**src/rtl/multicycle_control.sv**
```systemverilog
// ============================================================================
// Module   : multicycle_control
// Brief    : Moore control FSM for a multi-cycle MIPS datapath (R-type, lw,
//            sw, andi, ori, addiu, beq, j) with a memory-ready handshake on
//            instruction fetch and data access.
// Options  : MULTICYCLE_ILLEGAL_TRAP_EN - unknown opcodes enter a TRAP state
//            (held until reset) and raise illegal_op; otherwise they retire
//            as no-ops.
// Revision : 1.0 - initial release
// ============================================================================
`default_nettype none

module multicycle_control (
   input  logic       clk,
   input  logic       reset,
   input  logic [5:0] opcode,
   input  logic       mem_ready,
   output logic       PCWrite,
   output logic       PCWriteCond,
   output logic       IorD,
   output logic       MemRead,
   output logic       MemWrite,
   output logic       IRWrite,
   output logic       MemtoReg,
   output logic       RegDst,
   output logic       RegWrite,
   output logic       ALUSrcA,
   output logic [2:0] ALUSrcB,
   output logic [2:0] ALUop,
   output logic [1:0] PCSource,
   output logic [3:0] state
`ifdef MULTICYCLE_ILLEGAL_TRAP_EN
   ,
   output logic       illegal_op
`endif
);

   localparam logic [5:0] OP_RTYPE = 6'b000000;
   localparam logic [5:0] OP_LW    = 6'b100011;
   localparam logic [5:0] OP_SW    = 6'b101011;
   localparam logic [5:0] OP_ANDI  = 6'b001100;
   localparam logic [5:0] OP_ORI   = 6'b001101;
   localparam logic [5:0] OP_ADDIU = 6'b001001;
   localparam logic [5:0] OP_BEQ   = 6'b000100;
   localparam logic [5:0] OP_J     = 6'b000010;

   typedef enum logic [3:0] {
      S_INIT   = 4'd0,
      S_FETCH  = 4'd1,
      S_DECODE = 4'd2,
      S_MEMADR = 4'd3,
      S_MEMRD  = 4'd4,
      S_MEMWB  = 4'd5,
      S_MEMWR  = 4'd6,
      S_EXEC   = 4'd7,
      S_RWB    = 4'd8,
      S_BRANCH = 4'd9,
      S_JUMP   = 4'd10,
      S_IMMEX  = 4'd11,
      S_IMMWB  = 4'd12,
      S_TRAP   = 4'd13
   } state_t;

   // fetch_strobe marks FETCH; IR/PC loads are gated by mem_ready outside
   // the register so the PC advances only on the completing fetch cycle.
   typedef struct packed {
      logic       pc_write_uncond;
      logic       fetch_strobe;
      logic       pc_write_cond;
      logic       iord;
      logic       mem_read;
      logic       mem_write;
      logic       mem_to_reg;
      logic       reg_dst;
      logic       reg_write;
      logic       alu_src_a;
      logic [2:0] alu_src_b;
      logic [2:0] alu_op;
      logic [1:0] pc_source;
   } ctrl_t;

   state_t r_state;
   state_t w_next_state;
   ctrl_t  r_ctrl;
   ctrl_t  w_next_ctrl;

   // Next-state selection; mem_ready only matters in the memory-wait states.
   always_comb begin
      w_next_state = S_FETCH;
      case (r_state)
         S_INIT:   w_next_state = S_FETCH;
         S_FETCH:  w_next_state = mem_ready ? S_DECODE : S_FETCH;
         S_DECODE: begin
            case (opcode)
               OP_LW, OP_SW:               w_next_state = S_MEMADR;
               OP_RTYPE:                   w_next_state = S_EXEC;
               OP_BEQ:                     w_next_state = S_BRANCH;
               OP_J:                       w_next_state = S_JUMP;
               OP_ANDI, OP_ORI, OP_ADDIU:  w_next_state = S_IMMEX;
`ifdef MULTICYCLE_ILLEGAL_TRAP_EN
               default:                    w_next_state = S_TRAP;
`else
               default:                    w_next_state = S_FETCH;
`endif
            endcase
         end
         S_MEMADR: begin
            if (opcode == OP_LW)      w_next_state = S_MEMRD;
            else if (opcode == OP_SW) w_next_state = S_MEMWR;
            else                      w_next_state = S_FETCH;
         end
         S_MEMRD:  w_next_state = mem_ready ? S_MEMWB : S_MEMRD;
         S_MEMWB:  w_next_state = S_FETCH;
         S_MEMWR:  w_next_state = mem_ready ? S_FETCH : S_MEMWR;
         S_EXEC:   w_next_state = S_RWB;
         S_RWB:    w_next_state = S_FETCH;
         S_BRANCH: w_next_state = S_FETCH;
         S_JUMP:   w_next_state = S_FETCH;
         S_IMMEX:  w_next_state = S_IMMWB;
         S_IMMWB:  w_next_state = S_FETCH;
`ifdef MULTICYCLE_ILLEGAL_TRAP_EN
         S_TRAP:   w_next_state = S_TRAP;
`endif
         default:  w_next_state = S_FETCH;
      endcase
   end

   // Control decode of the state being entered, so the registered outputs
   // always equal the decode of the current state register.
   always_comb begin
      w_next_ctrl = '0;
      case (w_next_state)
         S_FETCH: begin
            w_next_ctrl.fetch_strobe = 1'b1;
            w_next_ctrl.mem_read     = 1'b1;
            w_next_ctrl.alu_src_b    = 3'b001;
         end
         S_DECODE: w_next_ctrl.alu_src_b = 3'b100;
         S_MEMADR: begin
            w_next_ctrl.alu_src_a = 1'b1;
            w_next_ctrl.alu_src_b = 3'b010;
         end
         S_MEMRD: begin
            w_next_ctrl.mem_read = 1'b1;
            w_next_ctrl.iord     = 1'b1;
         end
         S_MEMWB: begin
            w_next_ctrl.reg_write  = 1'b1;
            w_next_ctrl.mem_to_reg = 1'b1;
         end
         S_MEMWR: begin
            w_next_ctrl.mem_write = 1'b1;
            w_next_ctrl.iord      = 1'b1;
         end
         S_EXEC: begin
            w_next_ctrl.alu_src_a = 1'b1;
            w_next_ctrl.alu_op    = 3'b010;
         end
         S_RWB: begin
            w_next_ctrl.reg_write = 1'b1;
            w_next_ctrl.reg_dst   = 1'b1;
         end
         S_BRANCH: begin
            w_next_ctrl.alu_src_a     = 1'b1;
            w_next_ctrl.alu_op        = 3'b001;
            w_next_ctrl.pc_write_cond = 1'b1;
            w_next_ctrl.pc_source     = 2'b01;
         end
         S_JUMP: begin
            w_next_ctrl.pc_write_uncond = 1'b1;
            w_next_ctrl.pc_source       = 2'b10;
         end
         S_IMMEX: begin
            // Opcode is stable from DECODE, so it selects the immediate flavour.
            w_next_ctrl.alu_src_a = 1'b1;
            if (opcode == OP_ANDI) begin
               w_next_ctrl.alu_src_b = 3'b011;
               w_next_ctrl.alu_op    = 3'b011;
            end else if (opcode == OP_ORI) begin
               w_next_ctrl.alu_src_b = 3'b011;
               w_next_ctrl.alu_op    = 3'b100;
            end else begin
               w_next_ctrl.alu_src_b = 3'b010;
            end
         end
         S_IMMWB: w_next_ctrl.reg_write = 1'b1;
         default: w_next_ctrl = '0;
      endcase
   end

`ifdef MULTICYCLE_ILLEGAL_TRAP_EN
   logic r_illegal;
`endif

   // State and registered control outputs; reset clears everything at once.
   always_ff @(posedge clk or posedge reset) begin
      if (reset) begin
         r_state   <= S_INIT;
         r_ctrl    <= '0;
`ifdef MULTICYCLE_ILLEGAL_TRAP_EN
         r_illegal <= 1'b0;
`endif
      end else begin
         r_state   <= w_next_state;
         r_ctrl    <= w_next_ctrl;
`ifdef MULTICYCLE_ILLEGAL_TRAP_EN
         r_illegal <= (w_next_state == S_TRAP);
`endif
      end
   end

   assign PCWrite     = r_ctrl.pc_write_uncond | (r_ctrl.fetch_strobe & mem_ready);
   assign IRWrite     = r_ctrl.fetch_strobe & mem_ready;
   assign PCWriteCond = r_ctrl.pc_write_cond;
   assign IorD        = r_ctrl.iord;
   assign MemRead     = r_ctrl.mem_read;
   assign MemWrite    = r_ctrl.mem_write;
   assign MemtoReg    = r_ctrl.mem_to_reg;
   assign RegDst      = r_ctrl.reg_dst;
   assign RegWrite    = r_ctrl.reg_write;
   assign ALUSrcA     = r_ctrl.alu_src_a;
   assign ALUSrcB     = r_ctrl.alu_src_b;
   assign ALUop       = r_ctrl.alu_op;
   assign PCSource    = r_ctrl.pc_source;
   assign state       = r_state;
`ifdef MULTICYCLE_ILLEGAL_TRAP_EN
   assign illegal_op  = r_illegal;
`endif

endmodule

`default_nettype wire
```
**config.mk**
```make
export PLATFORM = sky130hd
export DESIGN_NAME = multicycle_control
export DESIGN_NICKNAME = d
export VERILOG_FILES = /design/src/rtl/multicycle_control.sv
export SDC_FILE = /design/constraint.sdc
export NUM_CORES = 1
export LEC_CHECK = 0
export ABC_AREA = 1
export CORE_MARGIN = 1.5
export CORE_UTILIZATION = 50
export DETAILED_ROUTE_END_ITERATION = 10
export DONT_BUFFER_PORTS = 1
export HOLD_SLACK_MARGIN = 0.1
export SETUP_SLACK_MARGIN = 0.4
export SYNTH_ARGS = -nofsm -noshare
export SYNTH_HDL_FRONTEND = slang
export SYNTH_SLANG_ARGS = --single-unit
```
**constraint.sdc**
```tcl
create_clock -name clk -period 1.64 [get_ports clk]
set_input_delay 0.492 -clock clk [delete_from_list [all_inputs] [get_ports clk]]
set_output_delay 0.492 -clock clk [all_outputs]
set_load 0.005 [all_outputs]
```
* Word-level counts from Yosys, hierarchy flattened
Cells that the tools add are included.
W data, S select, Z words.
** Cells by class
- Mux-type cells :: 23
- Reduce and logical (&&, ||, !) cells :: 7
- Equality and inequality tests :: 26
- Bitwise gates (word level) :: 2
** Operator list (number)
- $eq A4 B3 Y1 const B :: 7
- $pmux W4 S7 :: 1
- $eq A4 B4 Y1 const B :: 6
- $pmux W4 S5 :: 1
- $eq A6 B4 Y1 const B :: 3
- $eq A4 B2 Y1 const B :: 4
- $eq A6 B6 Y1 const B :: 2
- $mux W1 :: 12
- $mux W3 :: 4
- $pmux W3 S4 :: 1
- $pmux W3 S3 :: 1
- $eq A4 B1 Y1 const B :: 2
- $eq A6 B2 Y1 const B :: 1
- $eq A6 B3 Y1 const B :: 1
- $logic_not A6 Y1 :: 1
- $mux W6 :: 1
- $reduce_or A2 Y1 :: 3
- $reduce_or A3 Y1 :: 2
- $pmux W2 S2 :: 1
- $reduce_or A4 Y1 :: 1
- $mux W2 :: 1
- $and A1 B1 Y1 :: 1
- $or A1 B1 Y1 :: 1
** Storage, ports and cells
- Input port bits :: 9
- Output and inout port bits :: 22
- Bits in registers :: 22
- Logic and storage cells :: 72

* Longest topological paths before layout
Gate-level depths: netlist (run 1).
- Depth after elaboration :: 7
- Mapped depth :: 11
- Depth with buffers taken out :: 11

* Least setup slack after synthesis (run 1)
OpenSTA, ideal clock, no wires.
- Path kind :: input port to flip-flop
- Start :: input port opcode[1]
- End :: register r_ctrl, in the netlist ALUop[0]
- Path buffers :: 0
- Required time :: 1.521 ns
- Arrival time :: 1.308 ns
- Library setup time :: 0.119 ns
- Setup slack :: 0.213 ns
- Stages on the path :: 8
- Cell sequence :: nor2_2 > nand3_1 > nor3_1 > nor3_4 > nand2_2 > nor2_2 > nand2_1 > nand2_1
** RTL lines
- start, declared :: line 16 : input logic [5:0] opcode,
- end signal, assigned :: line 205 : r_ctrl <= w_next_ctrl;
- end, declared :: line 84 : ctrl_t r_ctrl;

==> metrics.cfg, run 1 <==
[layout]
areaGrowthSynthToFinish_pct=27.0
layout.nets=150
drive_above_1_share_pct=46.4
antennaDiodeCount=0
final_cell_count_no_fill=167

[yosys]
yosysWarnings=0
mappedNetlistNets=139
avgSynthCellArea_um2=8.19
synth.distinct_cells=21
synth_most_common_cell=nand2_1
synth_area_leaders=dfrtp_1 (47%), nand2_1 (8.8%), inv_1 (6.3%), nor2_1 (6.0%), buf_4 (5.6%)
ys_seq_area_share_pct=47.0
synthCells=130
syn_area_um2=1060
ys_ff_latch=20
synth_ff_type=dfrtp_1
synth_common_cells=nand2_1 (25), dfrtp_1 (20), inv_1 (18), nor2_1 (17), nand3_1 (11)
synth-edff-count=0
synth_top_area_share_pct=47.0
async_flop_share_pct=100
yosysTopAreaCell=dfrtp_1

[timing]
clock_skew_ns=0.00212
slew_headroom_pct=83.1
period_minus_slack_ns=1.56
worstMarginPinSlew_ns=0.253
rsz0062_at_grt=yes
hold_violations=0
tns_ns=0
setup_viol=0
maxSlewViolCount=0
whs_ns=0.362
fin_ws_ns=0.0779
clock.fmax_ghz=0.640
finalCritPeriodShare_pct=95.3

[detailed_routing]
first_iter_violations=23
wl_per_cell_um=14.0
antenna_left=0
vias=863
wirelength_um=2330
drc=0
firstDrtPassIters=4
via_per_inst=5.17

[power]
power_frac_seq_pct=38.2
power_leakage_nw=0.685
sw_frac_of_total_pct=35.1
netSwitchingPower_w=0.000626
ir_drop_mv=0.793
clkPwrFrac_pct=22.1
totalPowerFinal_w=0.00178
p_per_area_nw_per_um2=1320
p_comb_share_pct=39.7
p_int_w=0.00116

[floorplanning]
coreArea_um2=1980
die-area_um2=2420
initial_utilization_pct=53.7
die_y_um=49.1
boundaryPins=31
die_x_um=49.1
rows=16

[placed_design]
gp_congestion=0.944
io_buffers=0
place_inst=151
hpwl_um=1560
place_ws_ns=0.0711

[grt]
grt_pass1_vias=830
track_usage_pct=19.9
antenna_found_initial=0
grt_overflow=0
grt_pass1_wl_um=3710
grt_max_degree=21

[worst_setup_path]
path_delay_family=simple AND/OR/NAND/NOR gates
cp.required_ns=1.88
worstPathArrival_ns=1.80
crit_fanout=5
criticalPathCategory=flip-flop to flip-flop
cp-end-kind=flip-flop
regToRegStartpoint=state[0]$_DFF_PP0_
r2r.worst_path.cells=8
start_kind=flip-flop
cp_slowest_cell=dfrtp_2
startpoint=state[0]$_DFF_PP0_
rr_endpoint=ALUop[0]$_DFF_PP0_
r2r_slack_ns=0.08
crit_chain=nand2_2, nor3_2, nand3b_1, nor3_4, nand2_2, nor2_2, nand2_1, nand2_1
cp.buffers_inverters=0
worstSetupPathDepth=8
max_stage_delay_ns=0.49
endpoint=ALUop[0]$_DFF_PP0_

[clock_tree]
cts_tree=yes
root_buffer=clkbuf_4
clockBufferDepth=2
clkSinkCount=20
clk_pin_slew_ns=0.11
clock_latency_ns=0.29
cts_buffers=3
h-tree-depth=1

[worst_hold_path]
hold_path.class=primary input to flip-flop
hp-start=mem_ready

[status]
status=finished clean

[run]
cap_violations=0

==> flip-flops by register name, summed over array words and instances (netlist names), 2 cells and up <==
register  cells
ALUSrcB       3
ALUop         3
PCSource      2
state         4
==> power by group through the flow <==
| stage | clock network [W] | registers (W) | logic, W |
|---|---|---|---|
| after global routing | 0.000422 | 0.000691 | 0.000774 |
| final | 0.000394 | 0.000682 | 0.000708 |
| after CTS | 0.000398 | 0.000682 | 0.000576 |
| after floorplan | 0 | 0.000650 | 0.000385 |
| after global placement | 0 | 0.000667 | 0.000425 |
| after detailed placement | 0 | 0.000669 | 0.000425 |
==> worst min-delay path by stage <==
stage / to / cells past startpoint
final: MemtoReg$_DFF_PP0_ / 2
after global routing: MemtoReg$_DFF_PP0_ / 2
after CTS: MemtoReg$_DFF_PP0_ / 2
after detailed placement: ALUSrcB[1]$_DFF_PP0_ / 2
after global placement: ALUSrcB[1]$_DFF_PP0_ / 2
after floorplan: ALUSrcA$_DFF_PP0_ / 1
==> stage by stage <==
stage / utilization, % / cell area, um^2
2_1_floorplan: - / 1100
3_3_place_gp: 54.7 / 1080
3_5_place_dp: 54.7 / 1080
4_1_cts: 65.2 / 1290
5_1_grt: 68.2 / 1350
6_report: 68.2 / 1350
==> worst reg2reg max path, cell delays in order (launching register included) <==
cell and delay [ns]:
dfrtp_2 0.49, nand2_2 0.14, nor3_2 0.07, nand3b_1 0.20, nor3_4 0.23, nand2_2 0.13
nor2_2 0.11, nand2_1 0.08, nand2_1 0.06
==> layer usage <==
metal | vias to the layer above | wire, um | global-route usage, %
li1 | 421 | - | -
met1 | 398 | 934 | 25.3
met2 | 40 | 1220 | 33.1
met3 | 4 | 150 | 6.44
met4 | 0 | 27 | 4.29
met5 | - | 0 | 0
==> cell type report <==
type	instances	area, um^2
Fill cell	143	629
Multi-Input combinational cell	82	546
Sequential cell	20	505
Timing Repair Buffer	14	134
Inverter	20	81.3
Tap cell	27	33.8
Clock inverter	1	30.0
Clock buffer	3	22.5
==> layout by cell type, fill, tap and decap left out <==
master,n
or2_4,1
nand2_1,17
a21oi_4,1
nand3_2,5
dlygate4sd3_1,1
dfrtp_1,16
nor3_1,1
nand2_2,8
nand3b_1,1
nor3_2,4
clkbuf_4,3
o21ai_0,2
inv_4,2
a21oi_2,1
bufinv_16,1
inv_1,13
clkinv_2,1
dfrtp_2,4
buf_6,7
nand3_1,7
nor3_4,1
nand2_4,3
nand4_4,1
o21ai_1,1
nor2_2,7
inv_2,4
nor2_1,13
nand4_1,3
nor2_4,4
nand3_4,1
buf_4,6
==> kinds of logic after synthesis <==
logic type | Yosys count | synth area share (%)
buffers and inverters | 28 | 12.7
and+or+nand+nor | 77 | 37.3
DFF | 20 | 47.0
AOI/OAI and AO/OA | 5 | 3.06
==> timing repair <==
item | in CTS | in global routing
gates resized for setup | 23 | 12
buffers inserted | 9 | 2
pin swaps | 5 | 5
endpoints found under the setup margin | 20 | 26
hold buffers | 1 | 0
hold endpoints to repair | 4 | 0
(Power assumes the default switching activity.)
==> run 2: changes to the inputs <==
--- a/config.mk
+++ b/config.mk
@@ -12,6 +12,7 @@
 export DONT_BUFFER_PORTS = 1
 export HOLD_SLACK_MARGIN = 0.1
 export SETUP_SLACK_MARGIN = 0.4
+export SLEW_MARGIN = 20
 export SYNTH_ARGS = -nofsm -noshare
 export SYNTH_HDL_FRONTEND = slang
 export SYNTH_SLANG_ARGS = --single-unit
==> results of run 2 <==
The final DEF is identical to that of run 1; final timing and power are the same.
